<file path="src/rtl/gate_arb_pkg.sv">
// Shared definitions for the gate unit arbiter: opcode constants, FSM state
// encoding and the per-bit evaluation of the shared gate datapath.
package gate_arb_pkg;

   localparam logic [1:0] OP_AND  = 2'b00;
   localparam logic [1:0] OP_OR   = 2'b01;
   localparam logic [1:0] OP_NAND = 2'b10;
   localparam logic [1:0] OP_XOR  = 2'b11;

   typedef enum logic [1:0] {
      ST_IDLE  = 2'd0,
      ST_GRANT = 2'd1,
      ST_EXEC  = 2'd2,
      ST_RESP  = 2'd3
   } state_t;

   // One bit slice of the gate unit; the caller loops over WIDTH.
   function automatic logic gate_bit(input logic [1:0] op, input logic a, input logic b);
      logic r;
      case (op)
         OP_AND:  r = a & b;
         OP_OR:   r = a | b;
         OP_NAND: r = ~(a & b);
         default: r = a ^ b;
      endcase
      return r;
   endfunction

endpackage

</file>
<file path="src/rtl/gate_unit_arbiter_if.sv">
// Requester/response bundle of the gate unit arbiter.
//   master : requester side (drives req/op/a/b and rsp_ready)
//   slave  : arbiter side (drives gnt, rsp_valid/id/data, busy)
interface gate_unit_arbiter_if #(
   parameter int N_REQ = 4,
   parameter int WIDTH = 8,
   parameter int IDW   = 2
) ();
   logic [N_REQ-1:0]       req;
   logic [2*N_REQ-1:0]     op;
   logic [WIDTH*N_REQ-1:0] a;
   logic [WIDTH*N_REQ-1:0] b;
   logic [N_REQ-1:0]       gnt;
   logic                   rsp_valid;
   logic                   rsp_ready;
   logic [IDW-1:0]         rsp_id;
   logic [WIDTH-1:0]       rsp_data;
   logic                   busy;

   modport master (
      output req, op, a, b, rsp_ready,
      input  gnt, rsp_valid, rsp_id, rsp_data, busy
   );

   modport slave (
      input  req, op, a, b, rsp_ready,
      output gnt, rsp_valid, rsp_id, rsp_data, busy
   );
endinterface

</file>
<file path="src/rtl/gate_unit_arbiter_rr_picker.sv">
// Combinational round-robin picker: returns the first set request bit at or
// after ptr_i, wrapping modulo N_REQ.
//   req_i   : request vector
//   ptr_i   : search start index
//   found_o : any request set
//   idx_o   : winning index (0 when nothing found)
module rr_picker #(
   parameter int N_REQ = 4,
   parameter int IDW   = 2
) (
   input  logic [N_REQ-1:0] req_i,
   input  logic [IDW-1:0]   ptr_i,
   output logic             found_o,
   output logic [IDW-1:0]   idx_o
);

   int j;

   // Scan from farthest to nearest so the nearest set bit is written last.
   always_comb begin
      found_o = 1'b0;
      idx_o   = '0;
      j       = 0;
      for (int k = N_REQ - 1; k >= 0; k--) begin
         j = int'(ptr_i) + k;
         if (j >= N_REQ) j = j - N_REQ;
         if (req_i[j]) begin
            found_o = 1'b1;
            idx_o   = IDW'(j);
         end
      end
   end

endmodule

</file>
<file path="src/rtl/gate_unit_arbiter.sv">
// Round-robin sequencer sharing one bitwise gate unit among N_REQ requesters.
//   clk   : rising-edge clock
//   rst_n : synchronous active-low reset
//   bus   : requester requests/operands in, grant and response handshake out
//
// state  | meaning
// IDLE   | waiting for any request; winner picked and registered
// GRANT  | one-hot gnt to winner; its op/a/b captured at cycle end
// EXEC   | result computed from captured operands and registered
// RESP   | rsp_valid held until rsp_ready; pointer then moves past winner
module gate_unit_arbiter
   import gate_arb_pkg::*;
#(
   parameter int N_REQ = 4,
   parameter int WIDTH = 8,
   parameter int IDW   = 2
) (
   input  logic               clk,
   input  logic               rst_n,
   gate_unit_arbiter_if.slave bus
);

   state_t           state_q, state_d;
   logic [IDW-1:0]   ptr_q, ptr_d;
   logic [IDW-1:0]   win_q, win_d;
   logic [1:0]       op_q, op_d;
   logic [WIDTH-1:0] a_q, a_d;
   logic [WIDTH-1:0] b_q, b_d;
   logic [WIDTH-1:0] data_q, data_d;
   logic             pick_found;
   logic [IDW-1:0]   pick_idx;

   rr_picker #(.N_REQ(N_REQ), .IDW(IDW)) u_picker (
      .req_i   (bus.req),
      .ptr_i   (ptr_q),
      .found_o (pick_found),
      .idx_o   (pick_idx)
   );

   always_ff @(posedge clk) begin
      if (!rst_n) begin
         state_q <= ST_IDLE;
         ptr_q   <= '0;
         win_q   <= '0;
         op_q    <= '0;
         a_q     <= '0;
         b_q     <= '0;
         data_q  <= '0;
      end else begin
         state_q <= state_d;
         ptr_q   <= ptr_d;
         win_q   <= win_d;
         op_q    <= op_d;
         a_q     <= a_d;
         b_q     <= b_d;
         data_q  <= data_d;
      end
   end

   always_comb begin
      state_d = state_q;
      ptr_d   = ptr_q;
      win_d   = win_q;
      op_d    = op_q;
      a_d     = a_q;
      b_d     = b_q;
      data_d  = data_q;
      case (state_q)
         ST_IDLE: begin
            if (pick_found) begin
               win_d   = pick_idx;
               state_d = ST_GRANT;
            end
         end
         ST_GRANT: begin
            op_d    = bus.op[2*win_q +: 2];
            a_d     = bus.a[WIDTH*win_q +: WIDTH];
            b_d     = bus.b[WIDTH*win_q +: WIDTH];
            state_d = ST_EXEC;
         end
         ST_EXEC: begin
            for (int i = 0; i < WIDTH; i++) begin
               data_d[i] = gate_bit(op_q, a_q[i], b_q[i]);
            end
            state_d = ST_RESP;
         end
         ST_RESP: begin
            if (bus.rsp_ready) begin
               // Winner becomes lowest priority for the next pick.
               if (win_q == IDW'(N_REQ - 1)) ptr_d = '0;
               else                          ptr_d = win_q + 1'b1;
               state_d = ST_IDLE;
            end
         end
         default: state_d = ST_IDLE;
      endcase
   end

   assign bus.gnt       = (state_q == ST_GRANT) ? ({{(N_REQ-1){1'b0}}, 1'b1} << win_q) : '0;
   assign bus.rsp_valid = (state_q == ST_RESP);
   assign bus.rsp_id    = win_q;
   assign bus.rsp_data  = data_q;
   assign bus.busy      = (state_q != ST_IDLE);

endmodule

</file>
<file path="src/flat_wrapper.sv">
// flat-port wrapper written by rule: the top's interface ports become plain ports
module gate_unit_arbiter_flat import gate_arb_pkg::*;
#(
   parameter int N_REQ = 4,
   parameter int WIDTH = 8,
   parameter int IDW   = 2
)
  (clk, rst_n, bus_req, bus_op, bus_a, bus_b, bus_rsp_ready, bus_gnt, bus_rsp_valid, bus_rsp_id, bus_rsp_data, bus_busy);
  gate_unit_arbiter_if #(.N_REQ(N_REQ), .WIDTH(WIDTH), .IDW(IDW)) bus_i ();
  input  logic clk;
  input  logic rst_n;
  input wire logic [$bits(bus_i.req)-1:0] bus_req;
  input wire logic [$bits(bus_i.op)-1:0] bus_op;
  input wire logic [$bits(bus_i.a)-1:0] bus_a;
  input wire logic [$bits(bus_i.b)-1:0] bus_b;
  input wire logic [$bits(bus_i.rsp_ready)-1:0] bus_rsp_ready;
  output wire logic [$bits(bus_i.gnt)-1:0] bus_gnt;
  output wire logic [$bits(bus_i.rsp_valid)-1:0] bus_rsp_valid;
  output wire logic [$bits(bus_i.rsp_id)-1:0] bus_rsp_id;
  output wire logic [$bits(bus_i.rsp_data)-1:0] bus_rsp_data;
  output wire logic [$bits(bus_i.busy)-1:0] bus_busy;
  assign bus_i.req = bus_req;
  assign bus_i.op = bus_op;
  assign bus_i.a = bus_a;
  assign bus_i.b = bus_b;
  assign bus_i.rsp_ready = bus_rsp_ready;
  assign bus_gnt = bus_i.gnt;
  assign bus_rsp_valid = bus_i.rsp_valid;
  assign bus_rsp_id = bus_i.rsp_id;
  assign bus_rsp_data = bus_i.rsp_data;
  assign bus_busy = bus_i.busy;
  gate_unit_arbiter #(.N_REQ(N_REQ), .WIDTH(WIDTH), .IDW(IDW)) u_core (.clk(clk), .rst_n(rst_n), .bus(bus_i));
endmodule
</file>
<file path="config.mk">
export PLATFORM = sky130hd
export DESIGN_NAME = gate_unit_arbiter_flat
export DESIGN_NICKNAME = d
export VERILOG_FILES = /design/src/rtl/gate_arb_pkg.sv /design/src/rtl/gate_unit_arbiter_if.sv /design/src/rtl/gate_unit_arbiter_rr_picker.sv /design/src/rtl/gate_unit_arbiter.sv /design/src/flat_wrapper.sv
export SDC_FILE = /design/constraint.sdc
export NUM_CORES = 1
export LEC_CHECK = 0
export CAP_MARGIN = 20
export CORE_MARGIN = 10
export CORE_UTILIZATION = 44
export DETAILED_ROUTE_END_ITERATION = 10
export PLACE_DENSITY = 0.86
export SLEW_MARGIN = 20
export SYNTH_ARGS = -nofsm -noshare
export SYNTH_HDL_FRONTEND = slang
export SYNTH_SLANG_ARGS = --single-unit
</file>
<file path="constraint.sdc">
create_clock -name clk -period 1.5 [get_ports clk]
set_input_delay 0.3 -clock clk [delete_from_list [all_inputs] [get_ports clk]]
set_output_delay 0.3 -clock clk [all_outputs]
set_load 0.1 [all_outputs]
</file>
==> results of run 1 <==
## per-stage QoR
stage,power (mW),instance area (um^2),hold slack (ps)
global placement,3.82,3540,475
detailed placement,3.92,3540,482
floorplan,3.03,2360,463
finish,4.77,3720,488
global route,5.05,3720,503
CTS,4.68,3690,490
## where the power goes
group          switching, mW  internal [mW]  total [mW]  leakage, nW
clock                  0.315          0.315       0.630       0.0410
combinational           1.50           1.31        2.81         1.20
sequential             0.251           1.08        1.33        0.263
## worst max-delay path by stage
stage | startpoint | end | slack (ps) | depth (start not counted)
2_1_floorplan | u_core.bus.rsp_id[1] | bus_gnt[1] | -120 | 4
3_3_place_gp | bus_req[0] | u_core.state_q[0] | -100 | 4
3_5_place_dp | u_core.state_q[0] | u_core.b_q[5] | -150 | 4
4_1_cts | u_core.bus.rsp_id[1] | bus_gnt[1] | -2 | 4
5_1_grt | u_core.bus.rsp_id[1] | bus_gnt[3] | -50 | 3
6_report | u_core.state_q[1] | bus_gnt[0] | -20 | 4
## cell usage after synthesis (2+ instances only)
cell type / instances
nor2b_1: 3
and2_1: 5
buf_2: 6
inv_1: 23
a21oi_1: 2
buf_6: 2
o21ai_0: 18
nand2_1: 49
nand3_1: 4
nand3b_1: 26
ha_1: 25
xor2_1: 8
nor2_1: 3
o211ai_1: 9
dfxtp_1: 32
clkbuf_1: 7
a21boi_0: 2
buf_4: 2
mux4_2: 17
## what timing repair did
item                       4_1_cts  5_1_grt
setup endpoints to repair       23       21
gates resized for setup         14        6
hold buffers                     0        0
buffers inserted                 4        1
cloned                           0        0
pin swaps                        2        2
## flip-flops by register name (all words and copies together), names as in the netlist
name,cells
u_core.a_q,8
u_core.b_q,8
u_core.bus.rsp_data,8
u_core.bus.rsp_id,2
u_core.op_q,2
u_core.ptr_q,2
u_core.state_q,2
## area by class of cell
| cell class | count | area (um^2) | area share |
|---|---|---|---|
| Inverter | 23 | 95.1 | 0.0256 |
| Multi-Input combinational cell | 182 | 1560 | 0.421 |
| Sequential cell | 32 | 653 | 0.176 |
| Clock buffer | 6 | 72.6 | 0.0195 |
| Clock inverter | 1 | 5.00 | 0.00135 |
| Timing Repair Buffer | 110 | 1240 | 0.334 |
| Tap cell | 70 | 87.6 | 0.0236 |
## layout by cell type (no fill, tap or decap), types with 4 or more instances in the layout
master / n
mux4_2: 17
nand3_1: 4
o21ai_0: 18
inv_1: 18
ha_2: 4
clkdlybuf4s50_1: 78
dfxtp_1: 28
clkbuf_8: 5
o211ai_1: 9
nand2_1: 49
nand3b_1: 26
buf_12: 17
xor2_1: 8
ha_1: 18
buf_4: 14
and2_4: 4
## per-layer routing
metal	share of wire	track usage
met1	0.37	0.148
met2	0.53	0.284
met3	0.092	0.0767
met4	0.016	0.0527
met5	0	0
## worst max-delay path, stage by stage, from the launching register on
cell	delay, ps
dfxtp_2	360
inv_4	60
ha_4	180
and2_4	170
buf_12	160
## cell families (layout without fill, tap and decap cells)
logic type / Yosys count / count (layout)
XOR/XNOR: 8 / 8
AO/OA/AOI/OAI: 38 / 38
multiplexers: 18 / 18
AND/OR/NAND/NOR: 93 / 93
buffers and inverters: 40 / 140
flip-flops: 32 / 32
adder cells (fa/ha/maj): 25 / 25
==> results.sh, run 1 <==
export IMPL_clock_sinks=32
export IMPL_n_fill_cell=358
export IMPL_detail_route_wl_per_cell_um=16.4
export IMPL_rsz0062_at_grt="yes"
export IMPL_min_delay_start="u_core.b_q[3]"
export IMPL_clock_skew_ps=7.12
export IMPL_first_pass_iters=4
export IMPL_layout_setup_ws_ps=-15.7
export IMPL_num_rows=26
export IMPL_wl_um=6970
export IMPL_hold_depth=2
export IMPL_r2r_cells=6
export IMPL_syn_to_final_growth_pct=59.9
export IMPL_yosys_area_share_simple=0.205
export IMPL_gp_congestion=0.794
export IMPL_die_y_um=92.7
export IMPL_synth_mux_area_frac=0.176
export IMPL_arrival_ps=1220
export IMPL_synth_largest_area_cell="dfxtp_1"
export IMPL_drc=0
export IMPL_outcome="complete, but fails checks"
export IMPL_layout_nets=458
export IMPL_dp_cells=412
export IMPL_synthTopCellsByArea="dfxtp_1, mux4_2, ha_1"
export IMPL_place_ws_ps=-146
export IMPL_clkTransAtPathRegs_ps=70
export IMPL_finalSetupViolations=4
export IMPL_synth_top_cell_area_share=0.275
export IMPL_cp_end_kind="primary output"
export IMPL_portBuffers=94
export IMPL_syn_inst=254
export IMPL_leakage_nw=1.50
export IMPL_die_w_um=92.7
export IMPL_relSlewSlack=0.670
export IMPL_clkLatencyLatePin_ps=290
export IMPL_worstSetupPathType="reg2out"
export IMPL_ios=95
export IMPL_required_ps=1200
export IMPL_synth_fa_ha_area_frac=0.134
export IMPL_period_minus_slack_ps=1520
export IMPL_violations="setup timing"
export IMPL_synth_compound_area_frac=0.101
export IMPL_ir_drop_mv=1.20
export IMPL_num_antenna_cells=0
export IMPL_p_per_area_mw_per_mm2=1280
export IMPL_r2r_start="u_core.state_q[1]"
export IMPL_synth_top_family_by_area="simple AND/OR/NAND/NOR gates"
export IMPL_worstMarginPinSlew_ps=494
export IMPL_cts_root_buffer="clkbuf_8"
export IMPL_grt_max_degree=37
export IMPL_start_util=0.455
export IMPL_ys_types=30
export IMPL_grtUsageTotal=0.155
export IMPL_ys_seq_elements=32
export IMPL_core_area_mm2=0.00511
export IMPL_grt_antenna_before_repair=0
export IMPL_cts_tree="built"
export IMPL_fin_util=0.728
export IMPL_ys_dominant_reg_cell="dfxtp_1"
export IMPL_cp_max_fo=6
export IMPL_grt_pass1_vias=2361
export IMPL_slew_viol_final=0
export IMPL_syn_area_per_cell_um2=9.16
export IMPL_syn_num_nets=358
export IMPL_final_layout_size_suffix_gt1_frac=0.215
export IMPL_netlist_area_mm2=0.00233
export IMPL_yosysSeqAreaShare=0.275
export IMPL_worstHoldEndpoint="u_core.b_q[3]"
export IMPL_finalCritPeriodShare=1.01
export IMPL_fmax_mhz=660
export IMPL_globalRouteOverflowTotal=0
export IMPL_hold_viol_final=0
export IMPL_clockBufferDepth=2
export IMPL_num_vias=2232
export IMPL_cts_buffers=5
export IMPL_dieArea_mm2=0.00859
export IMPL_async_reset_ff_frac=0
export IMPL_start_kind="flip-flop"
export IMPL_min_path_type="reg2reg"
export IMPL_grt_pass1_wl_um=10900
export IMPL_drtIter0Drc=112
export IMPL_drv_cap=0
export IMPL_ant_nets=0
export IMPL_place_hpwl_um=5250
export IMPL_layoutNonFillerInstCount=424
export IMPL_cts_max_level=2
export IMPL_ff2ff_setup_slack_ps=40
export IMPL_synth_xor_area_frac=0.0301
export IMPL_yosysWarnings=0
export IMPL_final_setup_tns_ps=-43.7
export IMPL_reg2reg_to="u_core.state_q[0]"
export IMPL_via_per_inst=5.26
export IMPL_synth_edf_count=0
(Power assumes the default switching activity.)
==> inputs of run 2 (changes only) <==
--- a/config.mk
+++ b/config.mk
@@ -10,6 +10,7 @@
 export CORE_UTILIZATION = 44
 export DETAILED_ROUTE_END_ITERATION = 10
 export PLACE_DENSITY = 0.86
+export SKIP_CTS_REPAIR_TIMING = 1
 export SLEW_MARGIN = 20
 export SYNTH_ARGS = -nofsm -noshare
 export SYNTH_HDL_FRONTEND = slang
==> run 2 against run 1 <==
The flow still finishes with violations (setup timing); worst setup slack got worse by 33 ps; sequential share of layout area decreased by 0.28 points; register-to-register slack got worse by 30 ps; die area unchanged; sequential power about the same; clock skew increased by 4.1 ps; combinational power increased by 2%; via count increased by 2.1%; clock power increased by 2%; count of clock-buffer cells in the layout unchanged; first-iteration DRC count increased by 5.4%; critical path type unchanged; largest cell class unchanged.
==> results.sh, run 2 (synthesis results as in run 1) <==
export IMPL_outcome="complete, but fails checks"
export IMPL_violations="setup timing"
export IMPL_place_hpwl_um=5250
export IMPL_busiest_layer="met2"
export IMPL_p_int_mw=2.75
export IMPL_finalSetupViolations=5
export IMPL_wl_um=7530
export IMPL_dieArea_mm2=0.00859
export IMPL_p_seq_frac=0.276
export IMPL_core_area_mm2=0.00511
export IMPL_drc=0
export IMPL_crit_end="bus_gnt[1]"
export IMPL_via_per_inst=5.33
export IMPL_final_common_cell="clkdlybuf4s50_1"
export IMPL_crit_start="u_core.bus.rsp_id[1]"
export IMPL_layout_setup_ws_ps=-49.0
export IMPL_clockBufferDepth=2
export IMPL_cts_tree="built"
export IMPL_cp_end_kind="primary output"
export IMPL_period_minus_slack_ps=1550
export IMPL_num_vias=2278
export IMPL_cp_max_fo=6
export IMPL_mostFrequentLayoutCells="clkdlybuf4s50_1, nand2_1, dfxtp_1"
export IMPL_drv_cap=0
export IMPL_grt_pass1_wl_um=10500
export IMPL_grt_max_degree=37
export IMPL_globalRouteOverflowTotal=0
export IMPL_clock_skew_ps=11.2
export IMPL_use_met2=0.272
export IMPL_grtUsageTotal=0.150
export IMPL_drtIter0Drc=118
export IMPL_finalCritPeriodShare=1.03
export IMPL_portBuffers=94
export IMPL_relSlewSlack=0.685
export IMPL_rsz0062_at_grt="yes"
export IMPL_worstMarginPinSlew_ps=472
export IMPL_dp_cells=412
export IMPL_cts_root_buffer="clkbuf_8"
export IMPL_p_per_area_mw_per_mm2=1290
export IMPL_num_rows=26
export IMPL_required_ps=1200
export IMPL_final_layout_size_suffix_gt1_frac=0.221
export IMPL_hold_slack_ps=489
export IMPL_layout_nets=461
export IMPL_worstSetupPathType="reg2out"
export IMPL_num_antenna_cells=0
export IMPL_detail_route_wl_per_cell_um=17.6
export IMPL_r2r_start="u_core.bus.rsp_id[0]"
export IMPL_reg2reg_to="u_core.a_q[6]"
export IMPL_first_pass_iters=4
export IMPL_grt_antenna_before_repair=0
export IMPL_arrival_ps=1250
export IMPL_hold_viol_final=0
export IMPL_ir_drop_mv=1.15
export IMPL_ff2ff_setup_slack_ps=10
export IMPL_layoutNonFillerInstCount=427
export IMPL_final_setup_tns_ps=-182
export IMPL_clkLatencyLatePin_ps=300
export IMPL_start_util=0.455
export IMPL_hold_depth=2
export IMPL_grt_pass1_vias=2263
export IMPL_gp_congestion=0.794
export IMPL_fmax_mhz=646
export IMPL_use_met1=0.147
export IMPL_ios=95
export IMPL_p_sw_mw=2.11
export IMPL_comb_power_share=0.592
export IMPL_start_kind="flip-flop"
export IMPL_met3_usage=0.0734
export IMPL_ant_nets=0
export IMPL_leakage_nw=1.53
export IMPL_clkTransAtPathRegs_ps=70
export IMPL_die_y_um=92.7
export IMPL_cts_max_level=2
export IMPL_p_sw_frac=0.435
export IMPL_die_w_um=92.7
export IMPL_slew_viol_final=0
export IMPL_p_clk_frac=0.132
export IMPL_total_power_mw=4.86
export IMPL_clock_sinks=32
export IMPL_cts_buffers=5
export IMPL_syn_to_final_growth_pct=62.5
export IMPL_n_fill_cell=340
export IMPL_r2r_cells=5
export IMPL_min_path_type="reg2reg"
==> run 2: changes by cell type in the layout (fill, tap and decap cells not counted), sizes merged <==
cell    delta
clkbuf     +1
buf        +2
==> run 2: worst min path at each step <==
stage / start / to / slack [ps]
floorplan: u_core.a_q[0] / u_core.a_q[0] / 460
global placement: u_core.b_q[3] / u_core.b_q[3] / 470
detailed placement: u_core.b_q[3] / u_core.b_q[3] / 480
CTS: u_core.b_q[3] / u_core.b_q[3] / 490
global route: u_core.b_q[3] / u_core.b_q[3] / 500
finish: u_core.b_q[3] / u_core.b_q[3] / 490
==> run 2: stage by stage <==
stage | utilization | cell area [um^2] | worst slack, ps
6_report | 0.740 | 3780 | -49.0
5_1_grt | 0.740 | 3780 | -72.3
4_1_cts | 0.708 | 3620 | -270
3_5_place_dp | 0.693 | 3540 | -146
3_3_place_gp | 0.693 | 3540 | -105
2_1_floorplan | - | 2360 | -124
==> run 2: cell type report <==
| cell class | count | area (um^2) | area share |
|---|---|---|---|
| Sequential cell | 32 | 653 | 0.173 |
| Timing Repair Buffer | 113 | 1280 | 0.338 |
| Clock inverter | 1 | 5.00 | 0.00132 |
| Inverter | 23 | 100 | 0.0265 |
| Clock buffer | 6 | 72.6 | 0.0192 |
| Multi-Input combinational cell | 182 | 1580 | 0.419 |
| Tap cell | 70 | 87.6 | 0.0232 |
==> run 2: routing by layer <==
layer	share of wire	wire length [um]
met3	0.090	675
met2	0.52	3890
met4	0.022	163
met5	0	0
met1	0.37	2810
==> run 2: worst max-delay path, cell delays in order (launching register included) <==
cell and delay (ps):
dfxtp_4 430, inv_4 60, ha_2 170, and2_4 140, buf_12 160
==> run 2: power by group through the flow <==
stage / registers [mW] / clock network, mW / logic, mW
2_1_floorplan: 1.51 / 0 / 1.52
3_3_place_gp: 1.31 / 0 / 2.51
3_5_place_dp: 1.33 / 0 / 2.59
4_1_cts: 1.32 / 0.631 / 2.60
5_1_grt: 1.37 / 0.668 / 3.09
6_report: 1.34 / 0.640 / 2.88
==> inputs of run 3 (changes only) <==
--- a/config.mk
+++ b/config.mk
@@ -10,6 +10,7 @@
 export CORE_UTILIZATION = 44
 export DETAILED_ROUTE_END_ITERATION = 10
 export PLACE_DENSITY = 0.86
+export RECOVER_POWER = 25
 export SKIP_CTS_REPAIR_TIMING = 1
 export SLEW_MARGIN = 20
 export SYNTH_ARGS = -nofsm -noshare
==> run 3 against run 2 <==
The flow still finishes with violations (setup timing); largest power group unchanged; die area did not move; total power fell by 2.1%; final cell count did not move; register-to-register slack barely moved; highest routed layer unchanged; routed wire length rose by 0.60%; global-route usage did not move; largest cell class unchanged; cell area fell by 3.2%; worst setup slack barely moved; combinational power fell by 3%; via count fell by 0.22%; first-iteration DRC count rose by 1.7%.
==> results.sh, run 3 (synthesis results as in run 1) <==
export IMPL_start_kind="flip-flop"
export IMPL_clkTransAtPathRegs_ps=70
export IMPL_violations="setup timing"
export IMPL_ios=95
export IMPL_wl_um=7580
export IMPL_dieArea_mm2=0.00859
export IMPL_core_area_mm2=0.00511
export IMPL_multiInputGateArea_mm2=0.00158
export IMPL_cts_buffers=5
export IMPL_num_antenna_cells=0
export IMPL_num_rows=26
export IMPL_clock_sinks=32
export IMPL_relSlewSlack=0.672
export IMPL_first_pass_iters=4
export IMPL_drtIter0Drc=120
export IMPL_ant_nets=0
export IMPL_clkLatencyLatePin_ps=300
export IMPL_arrival_ps=1250
export IMPL_period_minus_slack_ps=1550
export IMPL_grt_max_degree=37
export IMPL_mostFrequentLayoutCells="clkdlybuf4s50_1, nand2_1, dfxtp_1"
export IMPL_via_per_inst=5.32
export IMPL_p_per_area_mw_per_mm2=1300
export IMPL_cts_tree="built"
export IMPL_min_path_type="reg2reg"
export IMPL_worstMarginPinSlew_ps=496
export IMPL_grt_antenna_before_repair=0
export IMPL_final_common_cell="clkdlybuf4s50_1"
export IMPL_hold_depth=2
export IMPL_cpPeakStageDelay_ps=430
export IMPL_crit_cells=4
export IMPL_globalRouteOverflowTotal=0
export IMPL_rsz0062_at_grt="yes"
export IMPL_grt_pass1_vias=2263
export IMPL_cp_end_kind="primary output"
export IMPL_ir_drop_mv=1.15
export IMPL_final_layout_size_suffix_gt1_frac=0.221
export IMPL_worst_path_buf_inv=2
export IMPL_start_util=0.455
export IMPL_cp_cell_sequence="inv_4, ha_2, and2_4, buf_12"
export IMPL_layout_setup_ws_ps=-49.5
export IMPL_final_seq_area_um2=653
export IMPL_finalSetupViolations=5
export IMPL_die_w_um=92.7
export IMPL_finalCritPeriodShare=1.03
export IMPL_clockBufferDepth=2
export IMPL_fmax_mhz=645
export IMPL_clock_skew_ps=11.0
export IMPL_crit_family="flip-flops"
export IMPL_final_setup_tns_ps=-180
export IMPL_outcome="complete, but fails checks"
export IMPL_hold_slack_ps=485
export IMPL_slew_viol_final=0
export IMPL_worstSetupPathType="reg2out"
export IMPL_detail_route_wl_per_cell_um=17.7
export IMPL_cts_root_buffer="clkbuf_8"
export IMPL_portBuffers=94
export IMPL_num_vias=2273
export IMPL_hold_viol_final=0
export IMPL_grt_pass1_wl_um=10500
export IMPL_drc=0
export IMPL_die_y_um=92.7
export IMPL_r2r_cells=5
export IMPL_gp_congestion=0.794
export IMPL_slowest_stage="dfxtp_4"
export IMPL_n_fill_cell=356
export IMPL_layout_nets=461
export IMPL_place_hpwl_um=5250
export IMPL_drv_cap=0
export IMPL_grtUsageTotal=0.150
export IMPL_leakage_nw=1.51
export IMPL_required_ps=1200
export IMPL_cp_max_fo=6
export IMPL_syn_to_final_growth_pct=57.3
export IMPL_cts_max_level=2
run 3: path summary, 6_finish.rpt:
| kind | start | to | slack [ps] |
|---|---|---|---|
| setup / recovery | u_core.bus.rsp_id[1] | bus_gnt[1] | -50 |
| hold / removal | u_core.bus.rsp_data[1] | u_core.bus.rsp_data[1] | 480 |
| setup reg to reg | u_core.bus.rsp_id[0] | u_core.a_q[6] | 10 |
| hold reg to reg | u_core.bus.rsp_data[1] | u_core.bus.rsp_data[1] | 480 |
run 3: per-stage QoR:
step	instance area (um^2)	utilization	total power, mW	setup WS [ps]	cells
4_1_cts	3620	0.708	4.55	-270	419
5_1_grt	3660	0.717	5.03	-72.3	427
2_1_floorplan	2360	-	3.03	-124	254
3_3_place_gp	3540	0.693	3.82	-105	412
3_5_place_dp	3540	0.693	3.92	-146	412
6_report	3660	0.717	4.76	-49.5	427
run 3: final cells by class:
type,instances,area share
sequential,32,0.178
multi-input combinational,182,0.433
inverter,23,0.0274
tap,70,0.0239
clock buffer,6,0.0198
timing repair buffer,113,0.316
clock inverter,1,0.00137
run 3: per-layer routing:
metal | wire length [um] | vias up | global-route usage
met5 | 0 | - | 0
met4 | 159 | 0 | 0.0476
met3 | 622 | 16 | 0.0734
met2 | 3890 | 100 | 0.272
met1 | 2900 | 1074 | 0.147
li1 | - | 1083 | -
run 3: where the power goes:
part / internal [mW] / leakage (nW) / switching (mW)
Combinational: 1.26 / 1.20 / 1.53
Sequential: 1.08 / 0.263 / 0.245
Clock: 0.315 / 0.0410 / 0.326
run 3: worst reg2reg max path, delay by kind of cell (launching register included):
family	cells	cell delay [ps]
and+or+nand+nor	2	170
muxes	1	520
buffers and inverters	2	280
DFF	1	420
